[src/rtl/mux4to1_10bits_rr.sv]
`default_nettype none
// ============================================================================
// Module  : mux4to1_10bits_rr
// Brief   : 4-channel valid/ready collector onto one registered, tagged output.
//           Define MUX_RR_ARB_EN for round-robin; otherwise fixed A>B>C>D.
// Rev     : 1.0  initial release
// ============================================================================
module mux4to1_10bits_rr #(
  parameter int WIDTH = 10
) (
  input  logic             clk,
  input  logic             reset,
  input  logic [WIDTH-1:0] A,
  input  logic [WIDTH-1:0] B,
  input  logic [WIDTH-1:0] C,
  input  logic [WIDTH-1:0] D,
  input  logic [3:0]       valid_in,
  output logic [3:0]       ready_in,
  output logic [WIDTH-1:0] X,
  output logic [1:0]       select,
  output logic             valid_out,
  input  logic             ready_out
);

  logic [WIDTH-1:0] x_q, x_d;
  logic [1:0]       select_q, select_d;
  logic             valid_q, valid_d;
  logic [1:0]       search_base;

  logic             w_load;
  logic             w_found;
  logic [1:0]       w_gnt_idx;
  logic             w_xfer;
  logic [WIDTH-1:0] w_gnt_data;

`ifdef MUX_RR_ARB_EN
  logic [1:0] ptr_q, ptr_d;

  assign search_base = ptr_q;

  always_comb begin
    ptr_d = ptr_q;
    if (w_xfer) begin
      ptr_d = w_gnt_idx + 2'd1;
    end
  end

  always_ff @(posedge clk) begin
    if (reset) begin
      ptr_q <= 2'd0;
    end else begin
      ptr_q <= ptr_d;
    end
  end
`else
  assign search_base = 2'd0;
`endif

  assign w_load = ~valid_q | ready_out;

  // First valid channel at or after the search base, wrapping modulo 4.
  always_comb begin : p_grant
    logic [1:0] idx;
    w_found   = 1'b0;
    w_gnt_idx = 2'd0;
    idx       = 2'd0;
    for (int k = 0; k < 4; k++) begin
      idx = search_base + 2'(k);
      if (!w_found && valid_in[idx]) begin
        w_found   = 1'b1;
        w_gnt_idx = idx;
      end
    end
  end

  always_comb begin
    unique case (w_gnt_idx)
      2'd0:    w_gnt_data = A;
      2'd1:    w_gnt_data = B;
      2'd2:    w_gnt_data = C;
      default: w_gnt_data = D;
    endcase
  end

  // Reset gates ready so no channel believes a transfer completed at a reset edge.
  assign w_xfer = w_load & w_found & ~reset;

  always_comb begin
    ready_in = 4'b0000;
    if (w_xfer) begin
      ready_in[w_gnt_idx] = 1'b1;
    end
  end

  always_comb begin
    x_d      = x_q;
    select_d = select_q;
    valid_d  = valid_q;
    if (w_load) begin
      if (w_found) begin
        x_d      = w_gnt_data;
        select_d = w_gnt_idx;
        valid_d  = 1'b1;
      end else begin
        valid_d  = 1'b0;
      end
    end
  end

  always_ff @(posedge clk) begin
    if (reset) begin
      x_q      <= '0;
      select_q <= 2'd0;
      valid_q  <= 1'b0;
    end else begin
      x_q      <= x_d;
      select_q <= select_d;
      valid_q  <= valid_d;
    end
  end

  assign X         = x_q;
  assign select    = select_q;
  assign valid_out = valid_q;

endmodule
`default_nettype wire
[config.mk]
export PLATFORM = sky130hd
export DESIGN_NAME = mux4to1_10bits_rr
export DESIGN_NICKNAME = d
export VERILOG_FILES = /design/src/rtl/mux4to1_10bits_rr.sv
export SDC_FILE = /design/constraint.sdc
export NUM_CORES = 1
export LEC_CHECK = 0
export ABC_CLOCK_PERIOD_IN_PS = 3200
export BUFFER_PORTS_ARGS = -buffer_cell sky130_fd_sc_hd__buf_2
export CAP_MARGIN = 20
export CORE_MARGIN = 4
export CORE_UTILIZATION = 46
export DETAILED_ROUTE_END_ITERATION = 16
export GPL_TIMING_DRIVEN = 0
export MAX_ROUTING_LAYER = met4
export PLACE_DENSITY_LB_ADDON = 0.2
export SLEW_MARGIN = 40
export SYNTH_ARGS = -nofsm -noshare
export SYNTH_HDL_FRONTEND = slang
export SYNTH_SLANG_ARGS = --single-unit
[constraint.sdc]
create_clock -name clk -period 3.2 [get_ports clk]
set_input_delay 0 -clock clk [delete_from_list [all_inputs] [get_ports clk]]
set_output_delay 0 -clock clk [all_outputs]
set_load 0.01 [all_outputs]
==> run summary, run 1 <==
The run finished with clean final reports. The core region area is ~2200 µm². The weighted congestion reported at the end of routability-driven placement is 0.825. The number of unique standard cell types used by synthesis is 25.

Setup repair after global routing left no endpoint under its margin. The data required time of the critical path is around 3400 ps. The area used by sequential logic in the layout is between 200 and 300 µm².

Combinational cells account for a little under two fifths of the total power. In this run the tool buffered the top-level ports with 60 buffer cells. The maximum count of clock buffers along a single path came out at 2.

Counting the buffers created by CTS gives 3. The final cell utilization of the core is 64.3%. The critical path in this run is classified as reg2reg. The max-slew violation total from the final report is 0. The source-to-sink clock delay at the later pin of the worst-skew pair is about 270 ps. The worst IR drop on VDD came out at ~250 µV. In this run, post-CTS hold repair placed 0 buffers. The number of antenna violations at the first check in global routing is 0. For hold timing, the worst endpoint is valid_out. The detailed-route DRC error count came out at 0.

The startpoint identified for the worst hold timing path is valid_in[1]. TritonCTS built the clock tree. The summed area of non-filler cells in the final layout is ~1400 µm². The number of placed instances, taps included came out at 210. In this run the critical register-to-register path is captured at X[0]. In the final layout, the multi-input gates occupy between 600 and 700 µm². The post-layout instance count excluding filler cells came out at 214. The post-synth net total is ~170.

The area growth from synthesis to layout is 34.1%. The starting utilization of the core area came out at ~48%. The number of cells traversed by the worst register-to-register path came out at 6. The mean cell area of the mapped netlist came out at between 8 and 9 µm². In this run the number of H-tree levels came out at 1. For the pin with the worst max-slew slack, the measured transition is between 500 and 600 ps.

The kind of launch point of the worst setup path is a register. The boundary pin count came out at 64. The worst hold path belongs to the class in2reg. The total count of hold-check failures in the final report is 0.

The leakage power of the design is between 0.6 and 0.7 nW. The number of nets with antenna violations after detailed routing came out at 0. The height of the die is approximately 56 µm. The number of instances on the worst hold path came out at 3.

From left edge to right edge, the die measures around 56 µm. The setup slack of the most critical reg-to-reg path is ~1800 ps. Power comes to 0.453 mW. The data arrival time of the critical path came out at 1580 ps. The tightest hold margin is 46.2 ps.

The part of the power in the clock network came out at between 20 and 25%. The proportion of layout cells with a drive suffix above 1 is a little over half. Global routing finished with a remaining overflow of 0. The net switching power figure came out at around 0.15 mW. The full die area is about 3100 µm². The beginning of the worst register-to-register path is valid_out. Counting every instance in the synthesized netlist gives approximately 120. Counting flops with an async set or reset pin after synthesis yields a share of 0%. The clock slew at the register clock pins of the worst setup and hold paths is around 80 ps.

The post-layout net count came out at roughly 230. The estimated wirelength of the detail-placed design is about 2.6 mm. In this run, synthesis produced a sequential element count of 13. The proportion of total power due to net switching is 32.4%. The length of the first detailed-routing pass in iterations came out at 4. Between clock sinks in the finished design, the worst skew comes to around 0.95 ps. Sequential elements use 24.5% of the synthesized area. The number of gates given a new drive strength after cts came out at 0. The reported max-cap violation count came out at 0. The number of antenna repair diodes came out at 0. The average wire per standard cell came out at 14.9 µm. For this block, the initial DRC count from the detailed router was 29. The number of placement rows came out at 17. After synthesis, the cell types taking the most area are sky130_fd_sc_hd__dfxtp_1 (25%), sky130_fd_sc_hd__o32ai_2 (15%), sky130_fd_sc_hd__a22oi_2 (12%), sky130_fd_sc_hd__a211o_1 (6.6%), sky130_fd_sc_hd__nand2b_1 (5.9%). The number of global-route vias before repair is approximately 1100. The instance area at placement came out at between 1000 and 1500 µm².

The biggest area contributor in the post-synthesis netlist is sky130_fd_sc_hd__dfxtp_1. The sequential group share of total power came out at roughly two fifths. The wire length of the first global-routing pass came out at roughly 5.1 mm. The highest attainable clock frequency came out at slightly above 700 MHz.

The count of flip-flops with a built-in enable after synthesis is 0. The final layout contains routed wiring with a total length of between 3 and 4 mm. The mean number of vias per cell is ~5.4. The number of inserted filler cells in the final layout is 195. The kind of end point of the critical path is a register. The routed design could run at a clock period as short as around 1400 ps.

Before CTS, the worst setup slack after placement is ~1800 ps. The maximum fanout along the worst path is 10. The total power density per cell area came out at roughly 320 nW/µm². The internal power came out at 0.306 mW. The maximum number of pins on one net before global-route repair came out at 11. The final number of setup-violating endpoints is 0. The worst setup slack after layout is approximately 1800 ps. After synthesis the cells add up to approximately 1100 µm². Among all flip-flop cells after synthesis, the most frequent one is sky130_fd_sc_hd__dfxtp_1. The accumulated negative setup slack is 0 ps. The cell sitting at the root of the clock tree is a sky130_fd_sc_hd__clkbuf_4.

Of the available clock period, the critical path in the final layout requires 43.6%. The worst pin sits at a relative slew slack of between 60 and 70%. The total routing usage reported by global routing is about a fifth. For this design, the sink count on the clock tree is 13. The routed via count came out at roughly 1100. The count of synthesis-stage warnings from yosys is 0.

The share of the synthesized area in the top cell type is 24.5%. The post-CTS setup-driven buffer insertion count came out at 0.
[flip-flops by register name (all words and copies together) (netlist names)]
name	cells
valid_out	1
X	10
select	2
[cells in the mapped netlist (2+ instances only)]
cell type                   n
sky130_fd_sc_hd__a211o_2    2
sky130_fd_sc_hd__clkbuf_1   3
sky130_fd_sc_hd__o21ai_0    2
sky130_fd_sc_hd__o21ai_1    8
sky130_fd_sc_hd__inv_1     12
sky130_fd_sc_hd__buf_6      4
sky130_fd_sc_hd__nor2_1     7
sky130_fd_sc_hd__a21oi_1   12
sky130_fd_sc_hd__o32ai_2   10
sky130_fd_sc_hd__buf_2      6
sky130_fd_sc_hd__a22oi_2   10
sky130_fd_sc_hd__nand2b_1  10
sky130_fd_sc_hd__nor3_1     5
sky130_fd_sc_hd__dfxtp_1   13
sky130_fd_sc_hd__a211o_1    8
[critical path: stages (launching register included)]
cell and delay, ps:
sky130_fd_sc_hd__dfxtp_1 330, sky130_fd_sc_hd__nor2b_1 130, sky130_fd_sc_hd__buf_2 150, sky130_fd_sc_hd__nor2_1 190
sky130_fd_sc_hd__buf_4 200, sky130_fd_sc_hd__o21ai_1 100, sky130_fd_sc_hd__o32ai_2 210
[logic make-up after synthesis]
family,synth area share [%]
AND/OR/NAND/NOR,16.0
AO/OA/AOI/OAI,46.0
buffers and inverters,13.4
flip-flops,24.5
[final cells by class]
type                       instances  area share [%]
clock buffer                       4            1.85
sequential                        13            18.3
timing repair buffer              60            21.1
tap                               28            2.46
buffer                            15            6.86
multi-input combinational         82            46.3
inverter                          12            3.17
[worst max-delay path by stage]
stage | to | from | cells after the start | slack, ps
5_1_grt | X[0] | valid_out | 6 | 1710
6_report | X[0] | valid_out | 6 | 1800
3_5_place_dp | X[0] | valid_out | 6 | 1810
2_1_floorplan | X[0] | valid_out | 5 | 1960
3_3_place_gp | X[8] | valid_out | 5 | 1860
4_1_cts | X[0] | valid_out | 6 | 1770
[cell usage in the layout (no fill, tap or decap), drive strengths merged]
master / Yosys / routed
nand2: 1 / 1
nor3: 5 / 5
nand2b: 10 / 10
inv: 12 / 12
dfxtp: 13 / 13
a22oi: 10 / 10
o21ai: 10 / 10
buf: 12 / 72
o32ai: 10 / 10
a211o: 10 / 10
and3: 1 / 1
clkbuf: 3 / 7
nor4: 2 / 2
or2: 1 / 1
nor2: 7 / 7
a21oi: 12 / 12
nor2b: 2 / 2
and2: 1 / 1
[power by group through the flow]
stage	clock, mW	sequential, mW	combinational [mW]
3_5_place_dp	0	0.186	0.169
3_3_place_gp	0	0.185	0.163
6_report	0.102	0.182	0.169
4_1_cts	0.105	0.182	0.170
2_1_floorplan	0	0.193	0.0993
5_1_grt	0.110	0.184	0.184
[layer usage]
| metal | global-route usage [%] | part of all wire (%) | vias to the layer above |
|---|---|---|---|
| li1 | - | - | 573 |
| met1 | 23.3 | 43 | 522 |
| met2 | 34.1 | 48 | 43 |
| met3 | 3.71 | 6.8 | 10 |
| met4 | 10.5 | 2.7 | 0 |
| met5 | - | 0 | - |
(Power assumes the default switching activity.)
==> run 2, diff against run 1 <==
--- a/config.mk
+++ b/config.mk
@@ -5,11 +5,11 @@
 export SDC_FILE = /design/constraint.sdc
 export NUM_CORES = 1
 export LEC_CHECK = 0
-export ABC_CLOCK_PERIOD_IN_PS = 3200
+export ABC_CLOCK_PERIOD_IN_PS = 1300
 export BUFFER_PORTS_ARGS = -buffer_cell sky130_fd_sc_hd__buf_2
 export CAP_MARGIN = 20
 export CORE_MARGIN = 4
-export CORE_UTILIZATION = 46
+export CORE_UTILIZATION = 43
 export DETAILED_ROUTE_END_ITERATION = 16
 export GPL_TIMING_DRIVEN = 0
 export MAX_ROUTING_LAYER = met4
==> constraint.sdc (replaced) <==
create_clock -name clk -period 1.3 [get_ports clk]
set_input_delay 0 -clock clk [delete_from_list [all_inputs] [get_ports clk]]
set_output_delay 0 -clock clk [all_outputs]
set_load 0.01 [all_outputs]
==> run 2 against run 1 <==
Compared with the run above:
- die area is 6.0% higher
- clock skew is 3.2 ps higher
- count of clock-buffer cells in the layout stayed put
- register-to-register slack worse by 1700 ps
- final cell count stayed put
- critical path depth is 2 lower
- power is 150% higher
- combinational power is 150% higher
- sequential share of layout area is 0.43 points lower
- routed wire length is 7.0% lower
- critical path type is now reg2out
- critical endpoint is now ready_in[1]
- largest cell class unchanged
==> run summary, run 2 (synthesized netlist as in run 1, its figures left out) <==
The area used by sequential logic in the layout was 262 µm² (was 260 µm²). The final period utilization is between 90% and 100%. The highest attainable clock frequency came out at between 700 and 800 MHz.

The x dimension of the die is 57.7 µm (was 56.0 µm). The class of the most critical setup path is reg2out (was reg2reg). The kind of end point of the critical path is a primary output (was register).

The wire length of the first global-routing pass came out at 4.66 mm (was 5.11 mm). Highest-count cells in the layout ignoring fill and taps: sky130_fd_sc_hd__buf_2 (63), sky130_fd_sc_hd__dfxtp_1 (12), sky130_fd_sc_hd__inv_1 (12), sky130_fd_sc_hd__a21oi_1 (12) (was sky130_fd_sc_hd__buf_2 (66), sky130_fd_sc_hd__dfxtp_1 (13), sky130_fd_sc_hd__inv_1 (12), sky130_fd_sc_hd__a21oi_1 (12)). The tightest hold margin came to 43.7 ps (was 46.2 ps). The kind of launch point of the worst setup path is a register (unchanged). The post-CTS setup-driven buffer insertion count was 0 (unchanged). The source-to-sink clock delay at the later pin of the worst-skew pair is 280 ps (was 270 ps). The number of clock buffers inserted by TritonCTS was 3 (unchanged). The data arrival time of the critical path came out at 1290 ps (was 1580 ps).

The number of flip-flops under the largest register name came out at 10 (unchanged). The maximum fanout along the worst path came to 7 (was 10). The proportion of layout cells with a drive suffix above 1 is 55.4% (was 52.7%). The number of antenna violations at the first check in global routing came out at 0 (unchanged). The data required time of the critical path was 1300 ps (was 3390 ps). The clock sink count is 13 (unchanged). The total grt overflow came to 0 (unchanged). The area of combinational cells with multiple inputs is 683 µm² (was 658 µm²). The average wire per standard cell is 13.9 µm (was 14.9 µm).

The boundary pin count is 64 (unchanged). Setup repair after global routing missed its margin: yes (was no). The buffer cell driving the clock tree root is sky130_fd_sc_hd__clkbuf_4 (unchanged). The core region area is 2280 µm² (was 2210 µm²).

The estimated wirelength of the detail-placed design is 2.40 mm (was 2.56 mm). The weighted congestion reported at the end of routability-driven placement came out at 0.799 (was 0.825). The starting utilization of the core area came out at 46.6% (was 48.0%).

The post-layout instance count excluding filler cells was 214 (unchanged). The worst relative slew slack is 64.9% (was 64.0%). The path type of the worst min-delay path is in2reg (unchanged). The most common cell after layout, fill and taps aside is sky130_fd_sc_hd__buf_2 (unchanged).

The full die area is 3330 µm² (was 3140 µm²). The number of placement rows is 17 (unchanged). The number of placed instances, taps included is 210 (unchanged). The number of inserted filler cells in the final layout is 219 (was 195).

The layout overhead on the synthesized area is 38.0% (was 34.1%). The total power density per cell area came out at 769 nW/µm² (was 318 nW/µm²). The maximum number of pins on one net before global-route repair is 11 (unchanged). The minimum clock period after layout came out at about 1300 ps. The total routing usage reported by global routing was 18.2% (was 20.5%). The number of global-route vias before repair is 1105 (was 1148). The total count of hold-check failures in the final report came out at 0 (unchanged). The DRC marker count from the first detailed-route iteration is 18 (was 29).

The worst IR drop on VDD came to 674 µV (was 251 µV). The number of H-tree levels is 1 (unchanged). The mean number of vias per cell came to 5.31 (was 5.36). The clock slew at the register clock pins of the worst setup and hold paths is 70 ps (was 80 ps). The maximum count of clock buffers along a single path is 2 (unchanged).

The height of the die came out at 57.7 µm (was 56.0 µm). The final wirelength is 2.97 mm (was 3.20 mm). The transition time at the pin with the least slew margin is 527 ps (was 539 ps).

The max-slew violation total from the final report was 0 (unchanged). The final worst clock skew was 4.13 ps (was 0.950 ps). The final number of setup-violating endpoints came out at 0 (unchanged). The reported max-cap violation count is 0 (unchanged). Status: completed (unchanged). The detailed-route DRC error count was 0 (unchanged). The number of buffers inserted by hold repair at cts was 0 (unchanged).

The number of port buffers came out at 60 (unchanged). The post-layout net count is 234 (unchanged). The length of the first detailed-routing pass in iterations is 4 (unchanged). The number of nets with antenna violations after detailed routing came to 0 (unchanged). The number of antenna repair diodes is 0 (unchanged). The routed via count was 1137 (was 1148). The clock tree from TritonCTS is yes (unchanged). The leakage power of the design came out at 0.689 nW (was 0.681 nW).
run 2: cell counts in the layout (fill, tap and decap cells not counted):
No cell type changed its count.
run 2: power by group:
part           internal [mW]  switching [mW]
registers              0.433          0.0165
clock network          0.119           0.136
logic                  0.209           0.211
run 2: path summary, 6_finish.rpt:
path / startpoint / slack [ps] / depth (start not counted) / endpoint
max: valid_out / 6 / 4 / ready_in[1]
min: valid_in[1] / 40 / 3 / valid_out
max reg2reg: valid_out / 60 / 6 / X[6]
min reg2reg: select[0] / 500 / 2 / select[0]
run 2: per-layer routing:
layer | part of all wire [%] | global-route usage (%) | vias up
met5 | 0 | - | -
met4 | 1.8 | 7.95 | 0
met3 | 8.6 | 3.79 | 5
met2 | 46 | 28.5 | 46
met1 | 43 | 22.3 | 510
li1 | - | - | 576
run 2: repair_timing:
item | CTS | global route
resized for setup | 3 | 9
endpoints found under the setup margin | 10 | 12
gates cloned | 0 | 0
pin swaps | 0 | 1
run 2: final cells by class:
class,count,area share (%)
buffer,15,7.26
clock buffer,4,1.79
inverter,12,3.08
multi-input combinational,82,46.7
sequential,13,17.9
tap,28,2.39
timing repair buffer,60,20.9
run 2: through the flow:
step	setup TNS (ps)	util (%)	power (mW)	worst slack [ps]	cell area (µm²)
after CTS	0	62.9	1.13	0.835	1430
after detailed placement	-277	61.4	0.867	-36.8	1400
final	0	64.3	1.13	5.67	1460
after global routing	-98.2	64.3	1.19	-27.8	1460
after floorplan	0	-	0.718	60.5	1060
after global placement	-290	61.4	0.859	-36.5	1400
run 2: critical path, stage by stage, from the launching register on:
cell                      delay [ps]
sky130_fd_sc_hd__dfxtp_2         320
sky130_fd_sc_hd__nor2b_1         130
sky130_fd_sc_hd__buf_4           160
sky130_fd_sc_hd__nor4_1          210
sky130_fd_sc_hd__buf_2           190
